`config.mk`:
```
export PLATFORM = sky130hd
export DESIGN_NAME = input_debounce
export DESIGN_NICKNAME = d
export VERILOG_FILES = /design/src/rtl/input_debounce_pkg.sv /design/src/rtl/sync_ff.sv /design/src/rtl/input_debounce.sv
export SDC_FILE = /design/constraint.sdc
export NUM_CORES = 1
export LEC_CHECK = 0
export CAP_MARGIN = 10
export CORE_ASPECT_RATIO = 0.6
export CORE_MARGIN = 2
export CORE_UTILIZATION = 40
export CTS_CLUSTER_DIAMETER = 30
export DETAILED_ROUTE_END_ITERATION = 6
export GPL_ROUTABILITY_DRIVEN = 0
export PLACE_DENSITY = 0.71
export SYNTH_ARGS = -nofsm -noshare
export SYNTH_HDL_FRONTEND = slang
export SYNTH_HIERARCHICAL = 1
export SYNTH_SLANG_ARGS = --single-unit
export TNS_END_PERCENT = 5
```
`constraint.sdc`:
```
create_clock -name clk -period 7.6 [get_ports clk]
set_input_delay 1.9 -clock clk [delete_from_list [all_inputs] [get_ports clk]]
set_output_delay 1.9 -clock clk [all_outputs]
set_load 0.02 [all_outputs]
```
`src/rtl/input_debounce_pkg.sv`:
```
// Shared types and defaults for the pin debouncer.
// FSM encoding, default counter width and idle level.
package input_debounce_pkg;

  typedef enum logic {
    ST_STABLE = 1'b0,
    ST_COUNT  = 1'b1
  } db_state_t;

  localparam int   DEF_CNT_W = 16;
  localparam logic DEF_IDLE  = 1'b1;

endpackage

```
`src/rtl/sync_ff.sv`:
```
// N-flop synchroniser for asynchronous pins.
// Async reset loads every stage with RST_VAL.
module sync_ff #(
  parameter int   N       = 2,
  parameter logic RST_VAL = 1'b1
) (
  input  logic clk,
  input  logic rst,
  input  logic d,
  output logic q
);

  logic [N-1:0] r;

  always_ff @(posedge clk or posedge rst) begin
    if (rst) r <= {N{RST_VAL}};
    else     r <= {r[N-2:0], d};
  end

  assign q = r[N-1];

endmodule

```
`src/rtl/input_debounce.sv`:
```
// Pin conditioner: synchronise, debounce, emit rise/fall pulses.
// Feeds the single-bit x input of the inverter stage.
module input_debounce
  import input_debounce_pkg::*;
#(
  parameter int   SYNC_STAGES = 2,
  parameter int   CNT_W       = DEF_CNT_W,
  parameter logic RESET_VAL   = DEF_IDLE
) (
  input  logic             clk,
  input  logic             rst,
  input  logic             din,
  input  logic             en,
  input  logic [CNT_W-1:0] thresh,
  output logic             dout,
  output logic             rise,
  output logic             fall,
  output logic             busy
);

  logic             s;
  db_state_t        state;
  logic [CNT_W-1:0] cnt;
  logic [CNT_W:0]   cnt_inc;
  logic [CNT_W:0]   thr_eff;
  logic [CNT_W-1:0] cnt_sat;
  logic             flip;

  sync_ff #(
    .N       (SYNC_STAGES),
    .RST_VAL (RESET_VAL)
  ) u_sync (
    .clk (clk),
    .rst (rst),
    .d   (din),
    .q   (s)
  );

  // STABLE always counts from zero, whatever cnt holds.
  always_comb begin
    cnt_inc = '0;
    thr_eff = '0;
    cnt_sat = '0;
    flip    = 1'b0;
    if (state == ST_COUNT) cnt_inc = {1'b0, cnt} + 1'b1;
    else                   cnt_inc = {{CNT_W{1'b0}}, 1'b1};
    if (thresh == '0) thr_eff = {{CNT_W{1'b0}}, 1'b1};
    else              thr_eff = {1'b0, thresh};
    cnt_sat = cnt_inc[CNT_W] ? {CNT_W{1'b1}} : cnt_inc[CNT_W-1:0];
    flip    = (cnt_inc >= thr_eff);
  end

  always_ff @(posedge clk or posedge rst) begin
    if (rst) begin
      state <= ST_STABLE;
      cnt   <= '0;
      dout  <= RESET_VAL;
      rise  <= 1'b0;
      fall  <= 1'b0;
      busy  <= 1'b0;
    end else begin
      rise <= 1'b0;
      fall <= 1'b0;
      if (!en || s == dout) begin
        state <= ST_STABLE;
        cnt   <= '0;
        busy  <= 1'b0;
      end else if (flip) begin
        state <= ST_STABLE;
        cnt   <= '0;
        busy  <= 1'b0;
        dout  <= s;
        rise  <= s;
        fall  <= ~s;
      end else begin
        state <= ST_COUNT;
        cnt   <= cnt_sat;
        busy  <= 1'b1;
      end
    end
  end

endmodule

```
======== Word-level counts from Yosys, hierarchy flattened ========
Cells that the tools add are included.
Widths: inputs -> output; s select.
storage, ports and cells
  bits in registers ....................... 22
  bits in latches ......................... 0
  memory bits (writable) .................. 0
  memory bits (read-only) ................. 0
  input bits .............................. 20
  output and inout bits ................... 4
  word-level logic and storage cells ...... 26
  memories kept ........................... 0
cells by class
  add/subtract/negate cells ............... 1
  multiply operators ...................... 0
  divide/modulo/power cells ............... 0
  $lt $le $gt $ge ......................... 1
  equal/unequal tests ..................... 1
  shift-type cells ........................ 0
  multiplexer cells ....................... 11
  bitwise logic cells ..................... 2
  reductions and logical operators ........ 4
operator list
  cell                   count
  $mux 16                4
  $add 16x1->17 const B  1
  $ge 17x17->1           1
  $mux 17                1
  $logic_not 16->1       1
  $mux 1                 6
  $not 1->1              2
  $reduce_and 2->1       1
  $eq 1x1->1             1
  $logic_not 1->1        1
  $logic_or 1x1->1       1

======== Depth between registers and ports, before layout ========
  word-level depth ........................ 5
  depth in mapped cells ................... 14
  gate-level depth less buffers ........... 12

======== Modules after synthesis ========
The synthesis kept the hierarchy.
by module, submodules not included
  module          instances  cells each  area an instance (sq um)  seq. area each (sq um)
  input_debounce  1          188         1572.8                    501.7
  sync_ff         1          3           56.3                      52.6

======== Least setup slack after synthesis ========
Ideal clock, no wire load.
  path kind ............................... input to register
  start point ............................. in thresh[8]
  end point ............................... reg cnt[10]
  setup time .............................. 0.086 ns
  arrival ................................. 3.607 ns
  required time ........................... 7.514 ns
  slack ................................... 3.906 ns
  cell stages on the path ................. 9
  path buffers ............................ 1
  cells stage by stage .................... nor4_1 -> a41o_1 -> ha_1 -> inv_1 -> a2111oi_0 -> o31ai_1 -> nand4_2 -> buf_4 -> nor3_1
on the way
  word-level cells in the longest chain between the ends .. 5
RTL lines
  what                    RTL line              text
  start: declaration      input_debounce.sv:14  input logic [CNT_W-1:0] thresh,
  $logic_not 16->1        input_debounce.sv:47  if (thresh == '0) thr_eff = {{CNT_W{1'b0}}, 1'b1};
  $mux 16 *               input_debounce.sv:47
  $ge 17x17->1 *          input_debounce.sv:50  flip = (cnt_inc >= thr_eff);
  $mux 16 *               input_debounce.sv:68  end else if (flip) begin
  $mux 16 *               input_debounce.sv:64  if (!en || s == dout) begin
  end signal: assignment  input_debounce.sv:77  cnt <= cnt_sat;
  end: declaration        input_debounce.sv:23  logic [CNT_W-1:0] cnt;
Mark *: on every way between the ends. The rest lies on a longest branch, timed or not.
A chain may end at the register's enable or synchronous reset.

======== Worst setup path in the final report ========
  start point ............................. in thresh[8]
  end point ............................... reg cnt[15]
Same word-level chain as after synthesis.

==> results <==
- The remaining global-route overflow is 0.
- The worst-margin pin slew is 0.7931 ns.
- In this run the tightest slew margin relative to its limit is 0.4707.
- The end point of the most critical hold path is u_sync/r[1].
- The maximum number of buffers from clock root to sink is 2.
- The clock period minus final worst setup slack is 4.480 ns.
- The count of buffers added by post-CTS timing repair for setup is 0.
- The type of element launching the critical path is a primary input.
- The worst reg2reg path startpoint is cnt[0].
- Counting flops and latches in the post-synthesis netlist gives 22.
- The first detailed-routing pass ran for 4 iterations.
- The share of total power dissipated in the clock network is 0.365.
- The library cell used most frequently in the layout, excluding fill and tap cells, is inv_1.
- The share of total power in sequential cells is 0.524.
- The total buffers and inverters traversed by the critical path is 2.
- Static timing analysis puts the maximum clock frequency at 0.2232 GHz.
- The floorplan step defined a die boundary enclosing 4616 µm².
- The required time of the worst setup path is 7.77 ns.
- The hold buffer count at cts is 0.
- The final cycle utilization of the critical path is 0.5895.
- The peak supply drop is 0.09582 mV.
- The setup total negative slack is 0 ns.
- The data arrival time at the worst-slack endpoint is 4.65 ns.
- The cell leakage power is 0.9157 nW.
- The synthesis warning total is 6.
- The hold slack is 0.3572 ns.
- The internal cell power is 177.9 µW.
- The final core area utilization is 0.5142.
- The detailed-route DRC error count is 0.
- In this run, synthesis inferred 0 flip-flops with an integrated enable.
- Clock-pin slew was measured on the worst setup and hold paths at 0.08 ns.
- For this block, the via count after detailed routing is 1411.
- The initial antenna violation count is 0.
- The root cell of the clock tree is clkbuf_8.
- The count of buffers from port buffering is 23.
- The horizontal die dimension is 86.39 µm.
- The total standard cell area after synthesis is 1629 µm².
- The largest stage delay on the critical path is 0.50 ns.
- For the worst-skew pair, the clock arrives at the later sink with an insertion delay of 0.26 ns.
- 24 I/O pins were placed.
- Along the worst hold path, the cell count comes to 0.
- The class of the tightest hold or removal check is reg2reg.
- The die is 53.43 µm tall.
- The initial core utilization is 0.4303.
- Dividing the detail-routed via count by the number of cells gives 5.448.
- The gate family responsible for the most delay along the worst path is compound AO/OA/AOI/OAI gates.
- The detailed router's first-iteration violation count is 91.
- The repair_antennas step left the layout with diodes totalling 0.
- The number of buffers added by the clock tree synthesis step is 3.
- The switching power summed over all nets is 52.92 µW.
- The share of the yosys chip area belonging to registers is 0.3402.
- Dividing the detail-routed wire length by the instance count gives 15.17 µm.
- The capture point of the worst reg-to-reg path is cnt[15].
- The HPWL after detailed placement is 3103 µm.
- The run finished with clean final reports.
- The average cell area after synthesis is 8.529 µm².
- The clock drives 22 sinks.
- The via count of the first global-routing pass is 1299.
- The share of total power dissipated in combinational logic is 0.111.
- The number of pins exceeding their max-slew limit in the final report came to 0.
- The worst setup path category is in2reg.
- Walking the worst path, the cells encountered are clkdlybuf4s50_1 > nor4_1 > a41o_1 > ha_1 > inv_1 > a2111oi_0 > o31ai_1 > nand4_2 > a211oi_1.
- The layout cell share with drive strength beyond 1 is 0.05189.
- Max-cap violations in this run came to 0.
- Along the worst path, the maximum fanout reaches 17.
- Setup repair after global routing left no endpoint under its margin.
- The number of hold-slack violations in the final timing report is 0.
- After synthesis, the cell types taking the most area are dfrtp_1, ha_1, inv_1, nor3_1, dfstp_2.
- The logic depth of the worst register-to-register path is 12.
- The biggest area consumer among synthesized cells is dfrtp_1.
- TritonCTS built the clock tree.
- The total core area is 3786 µm².
- The endpoint kind of the worst setup timing path is a register.
- In this run the number of H-tree levels came out at 1.
- The routed design has 3929 µm of wire.
- Counting every net in the synthesized netlist gives 228.
- Counting distinct cell types in the post-synthesis netlist gives 37.
- Dividing total power by cell area gives a power density of 118.6 nW/µm².
- The first-pass GRT wire length is 6541 µm.
- The cell count after synthesis came out at 191.
- Once detail routing completed, the nets flagged for antenna violations numbered 0.
- The slack of the worst reg-to-reg path is 3.55 ns.
- The number of gates given a new drive strength after cts is 0.
- The master of the slowest instance on the critical path is nand4_2.
- Entering global routing, the biggest net connects 23 pins.
- The start point of the worst hold path is u_sync/r[0].
- Across every metal layer, demand over resource in global routing totals 0.1913.
- The standard-cell row count is 17.
- The number of endpoints failing setup at the final stage is 0.
- The layout overhead on the synthesized area is 19.51%.
- The share of synthesized area in the top cell type comes to 0.2919.
- The library cells used most frequently in the layout, excluding fill and tap cells, are inv_1, clkdlybuf4s50_1, dfrtp_1, nor3_1, ha_1.
- The total design power is 230.9 µW.
- Among all flip-flop cells after synthesis, the most frequent one is dfrtp_1.
- The maximum clock skew at final layout is 0.005416 ns.
- For this run, asynchronously set or reset flops after synthesis account for 1.000.
- Of the total power, the share spent switching nets is 0.2293.
- For this run, the post-layout net count is 250.
[area by class of cell]
cell class,instances,area (µm²)
clock buffers,4,55.05
repair buffers,24,237.7
fillers,375,1839
inverters,26,97.59
flip-flops and latches,22,554.3
multi-input cells,136,943.4
well taps,47,58.81
[state kept, by name, summed over array words and instances, names as in the netlist]
signal and flops:
cnt 16, dout 1, fall 1, rise 1, state 1, u_sync/r 2
[layer usage]
layer,share of wire,up-vias,GRT usage
li1,-,715,-
met2,0.39,39,0.2487
met1,0.56,655,0.3086
met4,0.0010,0,0.03906
met3,0.056,2,0.04368
met5,0,-,0
[power by group through the flow]
stage	logic, mW	clock network, mW	registers [mW]
after floorplan	0.0116	0	0.122
after global placement	0.0254	0	0.123
after detailed placement	0.0258	0	0.123
after CTS	0.0259	0.0866	0.121
after global routing	0.0293	0.0916	0.121
final	0.0257	0.0842	0.121
[cell usage after synthesis (2+ instances only)]
master and count:
inv_1 26, dfrtp_1 19, nor3_1 18, ha_1 17, a21oi_1 12, nor2_1 11, and2_1 9, nand2_1 9
o21ai_0 7, nand3_1 6, xnor2_1 6, a211oi_1 5, nand4_1 5, nor4_1 5, xor2_1 5, and3b_1 3
buf_2 3, dfstp_2 3, clkbuf_1 2, nand4_2 2, or3_1 2
[metrics by stage]
step	cell area [µm²]	std cells	worst slack [ns]
4_1_cts	1947	259	3.133
3_5_place_dp	1892	255	2.860
2_1_floorplan	1629	191	3.906
5_1_grt	1947	259	2.909
3_3_place_gp	1892	255	3.005
6_report	1947	259	3.120
[cells by family after synthesis]
family	count (synthesis)	synth area share
XOR/XNOR	11	0.05914
AO/OA/AOI/OAI	33	0.1321
multiplexers	1	0.006912
AND/OR/NAND/NOR	74	0.2504
flip-flops	22	0.3403
adder cells (fa/ha/maj)	17	0.1306
buffers and inverters	33	0.08064
[worst max path at each step]
stage | slack (ns) | depth (start not counted) | endpoint | from
CTS | 3.13 | 9 | cnt[15] | thresh[8]
detailed placement | 2.86 | 9 | cnt[15] | thresh[8]
floorplan | 3.91 | 9 | cnt[10] | thresh[8]
finish | 3.12 | 9 | cnt[15] | thresh[8]
global placement | 3.00 | 9 | cnt[13] | thresh[8]
global route | 2.91 | 9 | cnt[13] | thresh[8]
(Power assumes the default switching activity.)
